`config.mk`:
```
export PLATFORM = sky130hd
export DESIGN_NAME = axi_lite_ctrl_slave
export DESIGN_NICKNAME = d
export VERILOG_FILES = /design/src/rtl/axi_lite_pkg.sv /design/src/rtl/axi_lite_ctrl_slave.sv
export SDC_FILE = /design/constraint.sdc
export NUM_CORES = 1
export LEC_CHECK = 0
export BUFFER_PORTS_ARGS = -buffer_cell sky130_fd_sc_hd__buf_4
export CORE_ASPECT_RATIO = 1.5
export CORE_MARGIN = 4
export CORE_UTILIZATION = 50
export CTS_CLUSTER_DIAMETER = 200
export DETAILED_ROUTE_END_ITERATION = 10
export PLACE_DENSITY = 0.79
export SYNTH_ARGS = -nofsm -noshare
export SYNTH_HDL_FRONTEND = slang
export SYNTH_SLANG_ARGS = --single-unit
```
`constraint.sdc`:
```
create_clock -name clk -period 2.2 [get_ports clk]
set_clock_uncertainty 0.2 [all_clocks]
set_input_delay 0 -clock clk [delete_from_list [all_inputs] [get_ports clk]]
set_output_delay 0 -clock clk [all_outputs]
set_load 0.01 [all_outputs]
```
`src/rtl/axi_lite_pkg.sv`:
```
// Shared constants for the AXI-Lite control slave: response codes, register
// offsets, control/status bit positions and the channel FSM state types.
package axi_lite_pkg;

    localparam logic [1:0] RESP_OKAY   = 2'b00;
    localparam logic [1:0] RESP_SLVERR = 2'b10;

    // Register index as decoded from addr[3:2]
    localparam logic [1:0] REG_CTRL     = 2'd0;
    localparam logic [1:0] REG_STATUS   = 2'd1;
    localparam logic [1:0] REG_DATA_IN  = 2'd2;
    localparam logic [1:0] REG_DATA_OUT = 2'd3;

    localparam int CTRL_EN_BIT     = 0;
    localparam int CTRL_START_BIT  = 1;
    localparam int STATUS_BUSY_BIT = 0;
    localparam int STATUS_DONE_BIT = 1;

    typedef enum logic {W_IDLE = 1'b0, W_RESP = 1'b1} w_state_e;
    typedef enum logic {R_IDLE = 1'b0, R_DATA = 1'b1} r_state_e;

endpackage

```
`src/rtl/axi_lite_ctrl_slave.sv`:
```
// AXI-Lite register slave exposing CTRL/STATUS/DATA_IN/DATA_OUT to a core.
// Independent write and read channel FSMs; AW and W may arrive in any order.
module axi_lite_ctrl_slave
    import axi_lite_pkg::*;
#(
    parameter int AXI_DATA_WIDTH = 32,
    parameter int AXI_ADDR_WIDTH = 4
) (
    input  logic                          clk,
    input  logic                          reset,
    input  logic [AXI_ADDR_WIDTH-1:0]     AWADDR,
    input  logic                          AWVALID,
    output logic                          AWREADY,
    input  logic [AXI_DATA_WIDTH-1:0]     WDATA,
    input  logic [AXI_DATA_WIDTH/8-1:0]   WSTRB,
    input  logic                          WVALID,
    output logic                          WREADY,
    output logic [1:0]                    BRESP,
    output logic                          BVALID,
    input  logic                          BREADY,
    input  logic [AXI_ADDR_WIDTH-1:0]     ARADDR,
    input  logic                          ARVALID,
    output logic                          ARREADY,
    output logic [AXI_DATA_WIDTH-1:0]     RDATA,
    output logic [1:0]                    RRESP,
    output logic                          RVALID,
    input  logic                          RREADY,
    output logic                          core_en_o,
    output logic                          core_start_o,
    input  logic                          core_busy_i,
    input  logic                          core_done_i,
    output logic [31:0]                   core_data_o,
    input  logic [31:0]                   core_data_i
);

    localparam int NB = AXI_DATA_WIDTH / 8;

    w_state_e                    w_state_q, w_state_d;
    r_state_e                    r_state_q, r_state_d;
    logic                        aw_held_q, aw_held_d;
    logic                        w_held_q, w_held_d;
    logic [AXI_ADDR_WIDTH-1:0]   awaddr_q, awaddr_d;
    logic [AXI_DATA_WIDTH-1:0]   wdata_q, wdata_d;
    logic [NB-1:0]               wstrb_q, wstrb_d;
    logic                        bvalid_q, bvalid_d;
    logic [1:0]                  bresp_q, bresp_d;
    logic                        rvalid_q, rvalid_d;
    logic [AXI_DATA_WIDTH-1:0]   rdata_q, rdata_d;
    logic                        en_q, en_d;
    logic                        start_q, start_d;
    logic                        done_q, done_d;
    logic [31:0]                 data_in_q, data_in_d;

    logic                        aw_fire, w_fire, ar_fire;
    logic                        wr_en, done_clr;
    logic [AXI_ADDR_WIDTH-1:0]   wr_addr;
    logic [AXI_DATA_WIDTH-1:0]   wr_data;
    logic [NB-1:0]               wr_strb;
    logic [AXI_DATA_WIDTH-1:0]   rd_word;
    logic                        unused_addr_bits;

    // Ready is forced low combinationally while reset is asserted
    assign AWREADY = ~reset & (w_state_q == W_IDLE) & ~aw_held_q;
    assign WREADY  = ~reset & (w_state_q == W_IDLE) & ~w_held_q;
    assign ARREADY = ~reset & (r_state_q == R_IDLE);

    assign aw_fire = AWVALID & AWREADY;
    assign w_fire  = WVALID & WREADY;
    assign ar_fire = ARVALID & ARREADY;

    assign wr_addr = aw_held_q ? awaddr_q : AWADDR;
    assign wr_data = w_held_q  ? wdata_q  : WDATA;
    assign wr_strb = w_held_q  ? wstrb_q  : WSTRB;

    assign unused_addr_bits = ^{wr_addr[1:0], ARADDR[1:0]};

    always_comb begin
        w_state_d = w_state_q;
        aw_held_d = aw_held_q;
        w_held_d  = w_held_q;
        awaddr_d  = awaddr_q;
        wdata_d   = wdata_q;
        wstrb_d   = wstrb_q;
        bvalid_d  = bvalid_q;
        bresp_d   = bresp_q;
        wr_en     = 1'b0;
        case (w_state_q)
            W_IDLE: begin
                if (aw_fire) begin
                    aw_held_d = 1'b1;
                    awaddr_d  = AWADDR;
                end
                if (w_fire) begin
                    w_held_d = 1'b1;
                    wdata_d  = WDATA;
                    wstrb_d  = WSTRB;
                end
                if ((aw_held_q | aw_fire) && (w_held_q | w_fire)) begin
                    wr_en     = 1'b1;
                    aw_held_d = 1'b0;
                    w_held_d  = 1'b0;
                    bvalid_d  = 1'b1;
                    bresp_d   = (wr_addr[3:2] == REG_DATA_OUT) ? RESP_SLVERR : RESP_OKAY;
                    w_state_d = W_RESP;
                end
            end
            W_RESP: begin
                if (BREADY) begin
                    bvalid_d  = 1'b0;
                    w_state_d = W_IDLE;
                end
            end
            default: w_state_d = W_IDLE;
        endcase
    end

    always_comb begin
        en_d      = en_q;
        start_d   = 1'b0;
        data_in_d = data_in_q;
        done_clr  = 1'b0;
        if (wr_en) begin
            case (wr_addr[3:2])
                REG_CTRL: begin
                    if (wr_strb[0]) begin
                        en_d    = wr_data[CTRL_EN_BIT];
                        start_d = wr_data[CTRL_START_BIT];
                    end
                end
                REG_STATUS: done_clr = wr_strb[0] & wr_data[STATUS_DONE_BIT];
                REG_DATA_IN: begin
                    for (int i = 0; i < NB; i++) begin
                        if (wr_strb[i]) data_in_d[8*i +: 8] = wr_data[8*i +: 8];
                    end
                end
                default: ;
            endcase
        end
        // A new done pulse outranks a simultaneous clear
        done_d = core_done_i | (done_q & ~done_clr);
    end

    always_comb begin
        rd_word = '0;
        case (ARADDR[3:2])
            REG_CTRL:    rd_word[CTRL_EN_BIT] = en_q;
            REG_STATUS: begin
                rd_word[STATUS_BUSY_BIT] = core_busy_i;
                rd_word[STATUS_DONE_BIT] = done_q;
            end
            REG_DATA_IN: rd_word = data_in_q;
            default:     rd_word = core_data_i;
        endcase
        r_state_d = r_state_q;
        rvalid_d  = rvalid_q;
        rdata_d   = rdata_q;
        case (r_state_q)
            R_IDLE: begin
                if (ar_fire) begin
                    rdata_d   = rd_word;
                    rvalid_d  = 1'b1;
                    r_state_d = R_DATA;
                end
            end
            R_DATA: begin
                if (RREADY) begin
                    rvalid_d  = 1'b0;
                    r_state_d = R_IDLE;
                end
            end
            default: r_state_d = R_IDLE;
        endcase
    end

    always_ff @(posedge clk) begin
        if (reset) begin
            w_state_q <= W_IDLE;
            r_state_q <= R_IDLE;
            aw_held_q <= 1'b0;
            w_held_q  <= 1'b0;
            awaddr_q  <= '0;
            wdata_q   <= '0;
            wstrb_q   <= '0;
            bvalid_q  <= 1'b0;
            bresp_q   <= RESP_OKAY;
            rvalid_q  <= 1'b0;
            rdata_q   <= '0;
            en_q      <= 1'b0;
            start_q   <= 1'b0;
            done_q    <= 1'b0;
            data_in_q <= '0;
        end else begin
            w_state_q <= w_state_d;
            r_state_q <= r_state_d;
            aw_held_q <= aw_held_d;
            w_held_q  <= w_held_d;
            awaddr_q  <= awaddr_d;
            wdata_q   <= wdata_d;
            wstrb_q   <= wstrb_d;
            bvalid_q  <= bvalid_d;
            bresp_q   <= bresp_d;
            rvalid_q  <= rvalid_d;
            rdata_q   <= rdata_d;
            en_q      <= en_d;
            start_q   <= start_d;
            done_q    <= done_d;
            data_in_q <= data_in_d;
        end
    end

    assign BVALID       = bvalid_q;
    assign BRESP        = bresp_q;
    assign RVALID       = rvalid_q;
    assign RDATA        = rdata_q;
    assign RRESP        = RESP_OKAY;
    assign core_en_o    = en_q;
    assign core_start_o = start_q;
    assign core_data_o  = data_in_q;

endmodule

```
== Word level (Yosys, flattened, before mapping) ==
Cells that the tools add are included.
Cells by class
  eq/ne operators: 9
  muxes and demuxes: 26
  bitwise gates (word level): 21
  reductions and logical operators: 20
Operators by type and width (number)
  one-hot mux 30 bit (2 select lines): 1
  2-to-1 mux 32 bit: 1
  AND reduction 2 bit: 8
  2-to-1 mux 1 bit: 15
  AND reduction 3 bit: 5
  bitwise AND 1 bit: 9
  NOT 1 bit: 9
  2-to-1 mux 4 bit: 2
  one-hot mux 1 bit (2 select lines): 4
  == test 2 bit (second input constant): 3
  inequality test 2 bit (second input constant): 3
  one-hot mux 1 bit (3 select lines): 2
  == test 2 x 1 -> 1 bit (second input constant): 2
  zero test 2 bit: 2
  nonzero test 2 bit: 2
  OR reduction 4 bit: 1
  bitwise OR 1 bit: 3
  2-to-1 mux 2 bit: 1
  inequality test 2 x 1 -> 1 bit (second input constant): 1
  OR reduction 2 bit: 1
  logical AND 1 bit: 1
Storage, ports and cells
  register bits: 115
  input bits: 85
  output and inout port bits: 75
  word-level logic and storage cells: 94

== Logic depth before layout (Yosys ltp) ==
Gate-level depths: netlist of run 1.
  depth in word-level cells: 12
  mapped depth: 7
  depth with buffers taken out: 4

== Least setup slack after synthesis of run 1 ==
Ideal clock, no wire load.
  path kind: register to register
  from: reg aw_held_q
  to: reg data_in_q[0], in the netlist core_data_o[0]
  data arrival time: 1513 ps
  data required time: 1877 ps
  path slack: 363 ps
  stages on the path, launching flop included: 6
  buffers on the path: 1
  clock period less this slack: 1837 ps
  path through: dfxtp_1 buf_2 or3b_4 a21boi_2 nand2_1 mux2_1
On the way
  word-level cells in the longest chain between the ends: 8
  elaborated cells on any way between the ends: 10
Ends and longest elaborated chain
  start, declared: RTL line axi_lite_ctrl_slave.sv:40  | logic aw_held_q, aw_held_d;
  start signal, assigned: RTL line axi_lite_ctrl_slave.sv:195  | aw_held_q <= aw_held_d;
  NOT 1 bit: RTL line axi_lite_ctrl_slave.sv:63  | assign AWREADY = ~reset & (w_state_q == W_IDLE) & ~aw_held_q;
  bitwise AND 1 bit: RTL line axi_lite_ctrl_slave.sv:63
  bitwise AND 1 bit: RTL line axi_lite_ctrl_slave.sv:67  | assign aw_fire = AWVALID & AWREADY;
  bitwise OR 1 bit: RTL line axi_lite_ctrl_slave.sv:98  | if ((aw_held_q | aw_fire) && (w_held_q | w_fire)) begin
  logical AND 1 bit: RTL line axi_lite_ctrl_slave.sv:98
  2-to-1 mux 1 bit: RTL line axi_lite_ctrl_slave.sv:98
  2-to-1 mux 1 bit: RTL line axi_lite_ctrl_slave.sv:87  | case (w_state_q)
  AND reduction 3 bit (no source line) *
  end signal, assigned: RTL line axi_lite_ctrl_slave.sv:207  | data_in_q <= data_in_d;
  end, declared: RTL line axi_lite_ctrl_slave.sv:52  | logic [31:0] data_in_q, data_in_d;
Mark *: on every way between the ends. The rest lies on a longest branch, timed or not.
A chain may end at the register's enable or synchronous reset.

== Final worst setup path of run 1 ==
  from: reg aw_held_q
  to: reg done_q
On the way
  word-level cells in the longest chain between the ends: 11
  elaborated cells on any way between the ends: 14
Ends and longest elaborated chain
  NOT 1 bit: RTL line axi_lite_ctrl_slave.sv:63
  bitwise AND 1 bit: RTL line axi_lite_ctrl_slave.sv:63
  bitwise AND 1 bit: RTL line axi_lite_ctrl_slave.sv:67
  bitwise OR 1 bit: RTL line axi_lite_ctrl_slave.sv:98
  logical AND 1 bit: RTL line axi_lite_ctrl_slave.sv:98
  2-to-1 mux 1 bit: RTL line axi_lite_ctrl_slave.sv:98
  2-to-1 mux 1 bit: RTL line axi_lite_ctrl_slave.sv:87
  2-to-1 mux 1 bit *: RTL line axi_lite_ctrl_slave.sv:122  | if (wr_en) begin
  NOT 1 bit *: RTL line axi_lite_ctrl_slave.sv:140  | done_d = core_done_i | (done_q & ~done_clr);
  bitwise AND 1 bit *: RTL line axi_lite_ctrl_slave.sv:140
  bitwise OR 1 bit *: RTL line axi_lite_ctrl_slave.sv:140
  end signal, assigned: RTL line axi_lite_ctrl_slave.sv:206  | done_q <= done_d;
  end, declared: RTL line axi_lite_ctrl_slave.sv:51  | logic done_q, done_d;
Marks and branches as above.

==> metrics.yaml, run 1 <==
drt:
  wl_per_cell_microns: 16.9
  vias_per_cell: 5.54
  firstDrtPassIters: 5
  remaining_drc_errors: 0
  routed-via-count: 4955
  drtIter0Drc: 285
  routed_wl_microns: 15100
  ant_nets: 0
critical_path:
  start_kind: "register"
  worstPathMaxFanout: 8
  cp.arrival_ns: 2.05
  required_ns: 2.22
  end_kind: "register"
  crit_type: "register to register"
clocking:
  cts-root-buf: "clkbuf_16"
  clock_sinks: 112
  cts_tree: "yes"
  h-tree-depth: 3
  clockBufferDepth: 2
  cts_buffers: 9
  clock_latency_ns: 0.35
  path_clk_slew_ns: 0.07
floorplanning:
  core_sq_um: 9250
  die-area_sq_um: 11100
  die_w_microns: 87.5
  die_h_microns: 127
  std_cell_rows: 43
  io_pins: 160
  start_util_pct: 51.2
timing:
  max_freq_ghz: 0.493
  setup_ws_ns: 0.173
  worst_pin_slew_ns: 0.554
  tns_ns: 0
  rsz0062_at_grt: "false"
  relSlewSlack_pct: 63.0
  hold_viol_final: 0
  setup_violations: 0
  finalCriticalPeriod_ns: 2.03
  finalCritPeriodShare_pct: 92.1
  slew_viol_final: 0
power_and_ir_drop:
  vdd_drop_max_uv: 692
  p_int_mw: 3.44
  p_switching_mw: 1.13
  power.total_mw: 4.57
  static-leakage-power_nw: 2.96
  switching_share_pct: 24.8
  clkPwrFrac_pct: 36.8
  seqPwrFrac_pct: 47.0
  p_comb_share_pct: 16.2
  powerDensity_nw_per_um2: 632
hold_path:
  hold_class: "input pin to register"
placed_design:
  hpwl_microns: 9820
  gp_congestion: 0.839
  post-place-ws_ns: 0.236
  numPortBuffers: 152
global_routing:
  grt_first_pass_wirelength_microns: 24000
  track_usage_pct: 27.3
  antenna_found_initial: 0
  grt_pass1_vias: 4880
  grt_overflow: 0
  grt_max_degree: 55
finish:
  final_net_count: 862
  fillers: 615
  area_growth_pct: 52.6
  drive_gt1_share_pct: 25.4
yosys:
  synth-seq-area-share_pct: 47.3
  synth-async-reset-ratio_pct: 0
  synth-seq-cells: 112
  syn_area_per_cell_sq_um: 8.67
  yosysUniqueCellTypes: 34
  synth_edf_count: 0
  ys_warn_count: 0
  synth_area_sq_um: 4740
  synth_flop_cell: "dfxtp_1"
  syn_inst: 547
job:
  maxCapViolCount: 0
run_status:
  outcome: "finished clean"
## Yosys cell counts (all sizes together), types with 3 or more instances
cell type / number / area (sq um)
nand3: 3 / 15.0
nor2: 15 / 56.3
nand2b: 16 / 108
mux2: 6 / 67.6
a211oi: 27 / 203
nand2: 112 / 420
a21oi: 71 / 359
buf: 21 / 110
o22ai: 16 / 100
nor2b: 5 / 31.3
clkbuf: 23 / 86.3
o21ai: 42 / 210
mux2i: 43 / 430
nand3b: 12 / 90.1
nor3: 3 / 20.0
dfxtp: 112 / 2240
a311oi: 6 / 52.6
inv: 3 / 11.3
## layout by cell type (no fill, tap or decap)
master / n
a211oi_1: 27
a21boi_2: 2
a21oi_1: 70
a21oi_2: 1
a221oi_4: 1
a22oi_2: 2
a311oi_1: 6
and2_1: 1
buf_12: 2
buf_4: 166
bufinv_16: 1
clkbuf_16: 9
clkbuf_8: 2
clkinv_2: 1
clkinvlp_4: 1
conb_1: 3
dfxtp_1: 112
diode_2: 1
dlygate4sd3_1: 93
inv_1: 3
inv_6: 2
mux2_1: 3
mux2_2: 3
mux2i_1: 43
mux4_2: 1
nand2_1: 112
nand2b_1: 15
nand2b_4: 1
nand3_1: 3
nand3b_1: 12
nand4_1: 1
nor2_1: 14
nor2_2: 1
nor2b_1: 5
nor3_1: 1
nor3_2: 2
nor4b_1: 1
o21ai_0: 42
o22ai_1: 16
or3b_4: 1
## cells by family (layout without fill, tap and decap cells)
logic type      Yosys count  count (layout)  share of synthesized area [%]
simple gates            170             170                           16.3
other cells               1               4                         0.0791
flops                   112             112                           47.3
buf+inv                  47             280                           4.38
mux                      50              50                           11.0
compound gates          167             167                           21.0
## final timing paths
kind	cells past startpoint	endpoint	startpoint	slack [ns]
max	5	done_q$_SDFF_PP0_	aw_held_q$_SDFFE_PP0P_	0.17
min reg2reg	2	wdata_q[27]$_SDFFE_PP0P_	wdata_q[27]$_SDFFE_PP0P_	0.25
max reg2reg	5	done_q$_SDFF_PP0_	aw_held_q$_SDFFE_PP0P_	0.17
min	4	RDATA[4]$_SDFFE_PP0P_	ARADDR[3]	0.11
## sequential cells by signal, indices dropped and copies added, names as in the netlist
name and count:
core_en_o 1, core_start_o 1, aw_held_q 1, wstrb_q 4, BVALID 1, r_state_q 1, BRESP 1, w_state_q 1
awaddr_q 2, wdata_q 32, RVALID 1, RDATA 32, done_q 1, core_data_o 32, w_held_q 1
## critical path: stages (launching register included)
cell,delay [ns]
dfxtp_1,0.53
inv_1,0.13
a221oi_4,0.38
buf_4,0.22
nor4b_1,0.32
o22ai_1,0.13
## power groups by stage
stage                     clock [mW]  sequential, mW  combinational, mW
after floorplan                    0            2.19              0.323
after global placement             0            2.19              0.572
after detailed placement           0            2.19              0.587
after CTS                       1.71            2.14              0.726
after global routing            1.79            2.15              0.807
final                           1.68            2.15              0.743
## through the flow
stage	area (sq um)	utilization (%)	instances	hold WS, ns
3_3_place_gp	5990	64.7	785	-0.000168
3_5_place_dp	5990	64.7	785	0.00299
5_1_grt	7230	78.2	894	0.132
6_report	7240	78.2	895	0.106
2_1_floorplan	4750	-	549	-0.0999
4_1_cts	7230	78.1	894	0.0710
## layer usage
| metal | GRT usage, % | part of all wire, % |
|---|---|---|
| met5 | 0 | 0 |
| met4 | 14.1 | 3.6 |
| met3 | 3.61 | 5.0 |
| met2 | 46.7 | 52 |
| met1 | 32.7 | 39 |
## layout make-up
| type | count | area [sq um] | share of cell area, % |
|---|---|---|---|
| clock buffers | 11 | 253 | 3.49 |
| diodes | 1 | 2.50 | 0.0346 |
| multi-input cells | 390 | 2310 | 31.9 |
| well taps | 112 | 140 | 1.94 |
| inverters | 3 | 11.3 | 0.156 |
| flip-flops and latches | 112 | 2240 | 31.0 |
| clock inverters | 5 | 60.1 | 0.830 |
| repair buffers | 261 | 2220 | 30.6 |
## what timing repair did
item	4_1_cts	5_1_grt
gates resized for setup	0	1
setup buffers	0	0
hold buffers	93	0
endpoints found under the hold margin	106	0
setup endpoints to repair	0	1
Power figures use the tool's default switching activity.
==> run 2: changes to the inputs <==
Settings changed: CORE_UTILIZATION 50 to 35, PLACE_DENSITY 0.79 to unset.
==> metrics.yaml, run 2 (synthesized netlist as in run 1, its figures left out) <==
critical_path:
  start_kind: "register"
  required_ns: 2.28  # +0.06 ns
  worstPathMaxFanout: 39  # +31
  end_kind: "register"
  cp.arrival_ns: 2.18  # +0.13 ns
  crit_type: "register to register"
finish:
  drive_gt1_share_pct: 25.0  # -0.45 points
  area_growth_pct: 55.5
  antenna_cells: 0  # -1
  final_net_count: 872  # +1.2%
  final_util_pct: 56.1  # -22 points
  design_area_sq_um: 7370  # +1.9%
  fillers: 1181  # +92%
  final_cell_mix: "buf_4 (167), dfxtp_1 (112), nand2_1 (112)"
  final_common_cell: "buf_4"
  fin_cells: 951  # +6.3%
power_and_ir_drop:
  switching_share_pct: 24.7  # -0.048 points
  clkPwrFrac_pct: 33.9  # -2.9 points
  p_int_mw: 3.32  # -3.5%
  vdd_drop_max_uv: 318  # -54%
  p_comb_share_pct: 17.5  # +1.3 points
  static-leakage-power_nw: 3.00  # +1.4%
  seqPwrFrac_pct: 48.7  # +1.7 points
  power.total_mw: 4.41  # -3.6%
  p_switching_mw: 1.09  # -3.8%
  powerDensity_nw_per_um2: 598  # -5.4%
clocking:
  cts_buffers: 9  # unchanged
  clock_latency_ns: 0.34  # about the same
  cts-root-buf: "clkbuf_16"
  clockBufferDepth: 2  # unchanged
  cts_tree: "yes"
  path_clk_slew_ns: 0.07  # about the same
  h-tree-depth: 3  # unchanged
  clock_sinks: 112  # unchanged
drt:
  wl_per_cell_microns: 15.7  # -7.4%
  wl_met1_microns: 6030  # +1.1%
  firstDrtPassIters: 4  # -1
  remaining_drc_errors: 0  # unchanged
  routed-via-count: 4792  # -3.3%
  ant_nets: 0  # unchanged
  routed-wl-met2_microns: 7650  # -2.8%
  vias_per_cell: 5.04  # -9.0%
  drtIter0Drc: 304  # +6.7%
  top_layer_used: "met4"
  routed_wl_microns: 14900  # -1.6%
  dr_wl_met3_microns: 795  # +5.7%
timing:
  setup_ws_ns: 0.109  # -0.0645 ns
  finalCritPeriodShare_pct: 95.1  # +2.9 points
  slew_viol_final: 0  # unchanged
  worst_pin_slew_ns: 0.680  # +0.125 ns
  finalCriticalPeriod_ns: 2.09  # +0.0645 ns
  setup_violations: 0  # unchanged
  max_freq_ghz: 0.478  # -3.1%
  relSlewSlack_pct: 54.7  # -8.4 points
  hold_viol_final: 0  # unchanged
floorplanning:
  start_util_pct: 36.1  # -15 points
  io_pins: 160  # unchanged
  core_sq_um: 13100  # +42%
  die-area_sq_um: 15500  # +39%
  die_w_microns: 103  # +18%
  std_cell_rows: 51  # +19%
  die_h_microns: 151  # +18%
global_routing:
  track_usage_pct: 18.8  # -8.5 points
  antenna_found_initial: 0  # unchanged
  grt_pass1_vias: 4535  # -7.1%
  grt_first_pass_wirelength_microns: 22900  # -4.5%
  grt_overflow: 0  # unchanged
  grt_max_degree: 64  # +16%
job:
  maxCapViolCount: 0  # unchanged
placed_design:
  numPortBuffers: 152  # unchanged
  placed_cell_area_sq_um: 6040  # +0.86%
  post-place-ws_ns: 0.241  # +0.00509 ns
  place_inst: 831  # +5.9%
  gp_congestion: 0.813  # -3.1%
  hpwl_microns: 10300  # +5.1%
run_status:
  outcome: "finished clean"
hold_path:
  hold_class: "input pin to register"
==> run 2: worst paths after layout <==
check	startpoint	endpoint	slack (ns)	depth (start not counted)
max	w_held_q$_SDFFE_PP0P_	wdata_q[28]$_SDFFE_PP0P_	0.11	7
min	ARADDR[2]	RDATA[15]$_SDFFE_PP0P_	0.23	4
max reg2reg	w_held_q$_SDFFE_PP0P_	wdata_q[28]$_SDFFE_PP0P_	0.11	7
min reg2reg	wdata_q[22]$_SDFFE_PP0P_	wdata_q[22]$_SDFFE_PP0P_	0.25	2
==> run 2: final cells by class <==
type / count / area, sq um / share of cell area [%]
Tap cell: 159 / 199 / 2.70
Sequential cell: 112 / 2240 / 30.4
Multi-Input combinational cell: 390 / 2320 / 31.5
Clock buffer: 16 / 262 / 3.55
Inverter: 3 / 11.3 / 0.153
Timing Repair Buffer: 271 / 2340 / 31.7
==> run 2: worst max-delay path, cell delays in order (launching register included) <==
cell	delay, ns
dfxtp_1	0.33
buf_12	0.18
nor3_4	0.22
and2_4	0.19
buf_12	0.15
nand2_1	0.06
a21oi_1	0.11
dlygate4sd3_1	0.56
==> run 2: repair_timing <==
| item | 4_1_cts | 5_1_grt |
|---|---|---|
| hold buffers | 99 | 0 |
| endpoints found under the setup margin | 0 | 6 |
| hold endpoints to repair | 105 | 0 |
| setup buffers | 0 | 4 |
| resized for setup | 0 | 8 |
==> run 2: layer usage <==
layer / vias up / GRT usage [%]
li1: 2404 / -
met1: 2212 / 23.1
met2: 145 / 32.3
met3: 31 / 2.92
met4: 0 / 7.45
met5: - / 0
==> run 2: stage by stage <==
step | setup TNS [ns] | hold slack, ns
final | 0 | 0.227
after global routing | -0.0111 | 0.249
after CTS | 0 | 0.211
after detailed placement | 0 | 0.00574
after global placement | 0 | -0.00155
after floorplan | 0 | -0.0999
==> run 2: power groups by stage <==
| stage | logic [mW] | clock network [mW] | registers [mW] |
|---|---|---|---|
| 2_1_floorplan | 0.323 | 0 | 2.19 |
| 3_3_place_gp | 0.584 | 0 | 2.19 |
| 3_5_place_dp | 0.596 | 0 | 2.19 |
| 4_1_cts | 0.742 | 1.54 | 2.14 |
| 5_1_grt | 0.837 | 1.62 | 2.15 |
| 6_report | 0.771 | 1.49 | 2.15 |
==> run 3: changes to the inputs <==
Settings changed: PLACE_DENSITY_LB_ADDON set to 0.15.
==> metrics.yaml, run 3 (synthesized netlist as in run 1, its figures left out) <==
critical_path:
  cp.arrival_ns: 2.10  # -0.08 ns
  slowest_delay_ns: 0.59  # +0.03 ns
  path_cells: "nor3_1 -> nand3_1 -> dlygate4sd3_1 -> a21oi_1"
  end_kind: "register"
  required_ns: 2.27  # about the same
  worstPathMaxFanout: 7  # -82%
  cpMaxStageDelayCell: "dlygate4sd3_1"
  crit_type: "register to register"
  start_kind: "register"
run_status:
  outcome: "complete, but fails checks"
  violations: "negative hold slack"
power_and_ir_drop:
  vdd_drop_max_uv: 378  # +19%
  powerDensity_nw_per_um2: 616  # +3.0%
  seqPwrFrac_pct: 47.6  # -1.1 points
  p_int_mw: 3.40  # +2.5%
  p_comb_share_pct: 16.5  # -1.0 points
  p_switching_mw: 1.11  # +1.3%
  clkPwrFrac_pct: 36.0  # +2.1 points
  static-leakage-power_nw: 2.97  # -0.95%
  switching_share_pct: 24.5  # -0.22 points
timing:
  finalHoldWorstSlack_ns: -0.0152  # -0.242 ns
  rsz0062_at_grt: "false"
  finalCritPeriodShare_pct: 92.1  # -3.0 points
  tns_ns: 0  # unchanged
  max_freq_ghz: 0.494  # +3.3%
  relSlewSlack_pct: 64.6  # +9.9 points
  finalCriticalPeriod_ns: 2.03  # -0.0659 ns
  setup_violations: 0  # unchanged
  slew_viol_final: 0  # unchanged
  worst_pin_slew_ns: 0.527  # -0.153 ns
  hold_viol_final: 1  # +1
global_routing:
  antenna_found_initial: 0  # unchanged
  grt_pass1_vias: 4577  # +0.93%
  grt_max_degree: 72  # +13%
  grt_overflow: 0  # unchanged
  grt_first_pass_wirelength_microns: 22700  # -0.81%
  track_usage_pct: 18.6  # -0.21 points
floorplanning:
  core_sq_um: 13100  # unchanged
  std_cell_rows: 51  # unchanged
  io_pins: 160  # unchanged
  die-area_sq_um: 15500  # unchanged
  start_util_pct: 36.1  # unchanged
  die_w_microns: 103  # unchanged
  die_h_microns: 151  # unchanged
finish:
  area_growth_pct: 54.4
  fin_cells: 946  # -0.53%
  final_cell_mix: "buf_4 (167), nand2_1 (112), dfxtp_1 (111)"
  drive_gt1_share_pct: 25.2  # +0.16 points
  final_net_count: 868  # -0.46%
  antenna_cells: 0  # unchanged
  fillers: 1197  # +1.4%
  final_common_cell: "buf_4"
placed_design:
  gp_congestion: 0.811  # -0.21%
  hpwl_microns: 10200  # -1.4%
  numPortBuffers: 152  # unchanged
  place_inst: 831  # unchanged
clocking:
  cts_buffers: 9  # unchanged
  clock_latency_ns: 0.35  # about the same
  clockBufferDepth: 2  # unchanged
  h-tree-depth: 3  # unchanged
  clock_sinks: 112  # unchanged
  cts-root-buf: "clkbuf_16"
  cts_tree: "yes"
  path_clk_slew_ns: 0.07  # about the same
drt:
  firstDrtPassIters: 5  # +1
  vias_per_cell: 4.98  # -1.2%
  drtIter0Drc: 180  # -41%
  remaining_drc_errors: 0  # unchanged
  ant_nets: 0  # unchanged
  routed_wl_microns: 14500  # -2.5%
  routed-via-count: 4709  # -1.7%
  wl_per_cell_microns: 15.3  # -2.0%
job:
  maxCapViolCount: 0  # unchanged
hold_path:
  hold_class: "input pin to register"
-- run 3: changes by cell type in the layout (fill, tap and decap cells not counted), sizes merged --
cell | previous run | this run
buf | 171 | 169
bufinv | 0 | 1
clkbuf | 17 | 12
clkinv | 0 | 1
clkinvlp | 0 | 1
dlygate4sd3 | 99 | 98
-- run 3: area by class of cell --
class | instances | area (sq um) | share of cell area (%)
clock inverters | 3 | 42.5 | 0.581
multi-input cells | 390 | 2310 | 31.6
repair buffers | 267 | 2270 | 31.0
flip-flops and latches | 112 | 2240 | 30.6
clock buffers | 12 | 246 | 3.37
well taps | 159 | 199 | 2.72
inverters | 3 | 11.3 | 0.154
-- run 3: power groups by stage --
| stage | Combinational [mW] | Clock (mW) | Sequential, mW |
|---|---|---|---|
| 5_1_grt | 0.813 | 1.72 | 2.15 |
| 3_3_place_gp | 0.583 | 0 | 2.19 |
| 2_1_floorplan | 0.323 | 0 | 2.19 |
| 4_1_cts | 0.739 | 1.66 | 2.14 |
| 3_5_place_dp | 0.592 | 0 | 2.19 |
| 6_report | 0.744 | 1.62 | 2.14 |
-- run 3: worst max-delay path: cells and delay by family, from the launching register on --
family	cells	cell delay, ns
AO/OA/AOI/OAI	1	0.14
buffers and inverters	1	0.59
AND/OR/NAND/NOR	2	0.62
flip-flops	1	0.40
-- run 3: through the flow --
stage | hold WS, ns | power, mW | util [%] | setup slack [ns] | instance area (sq um)
after floorplan | -0.0999 | 2.51 | - | 0.363 | 4750
after global placement | -0.000361 | 2.77 | 45.8 | 0.303 | 6020
after detailed placement | 0.00283 | 2.78 | 45.8 | 0.250 | 6020
after CTS | 0.202 | 4.54 | 55.6 | 0.0468 | 7300
after global routing | 0.0101 | 4.69 | 55.7 | 0.0414 | 7320
final | -0.0152 | 4.51 | 55.7 | 0.174 | 7320
-- run 3: path summary, 6_finish.rpt --
check,startpoint,slack (ns),depth (start not counted),endpoint
max,w_state_q$_SDFF_PP0_,0.17,4,awaddr_q[2]$_SDFFE_PP0P_
min,core_data_i[1],-0.02,4,RDATA[1]$_SDFFE_PP0P_
max reg2reg,w_state_q$_SDFF_PP0_,0.17,4,awaddr_q[2]$_SDFFE_PP0P_
min reg2reg,wdata_q[27]$_SDFFE_PP0P_,0.25,2,wdata_q[27]$_SDFFE_PP0P_
-- run 3: metal layers --
metal  part of all wire [%]  vias to the layer above  wire, microns  GRT usage, %
met5                      0                        -              0             0
met4                    1.9                        0            269          7.19
met3                    5.5                       22            795          2.55
met2                     50                      131           7280          31.6
met1                     43                     2173           6170          23.5
li1                       -                     2383              -             -
-- run 3: timing repair --
action,in CTS,in global routing
hold endpoints to repair,103,0
hold buffers,99,0
setup endpoints to repair,0,2
resized for setup,0,3
setup buffers,0,2
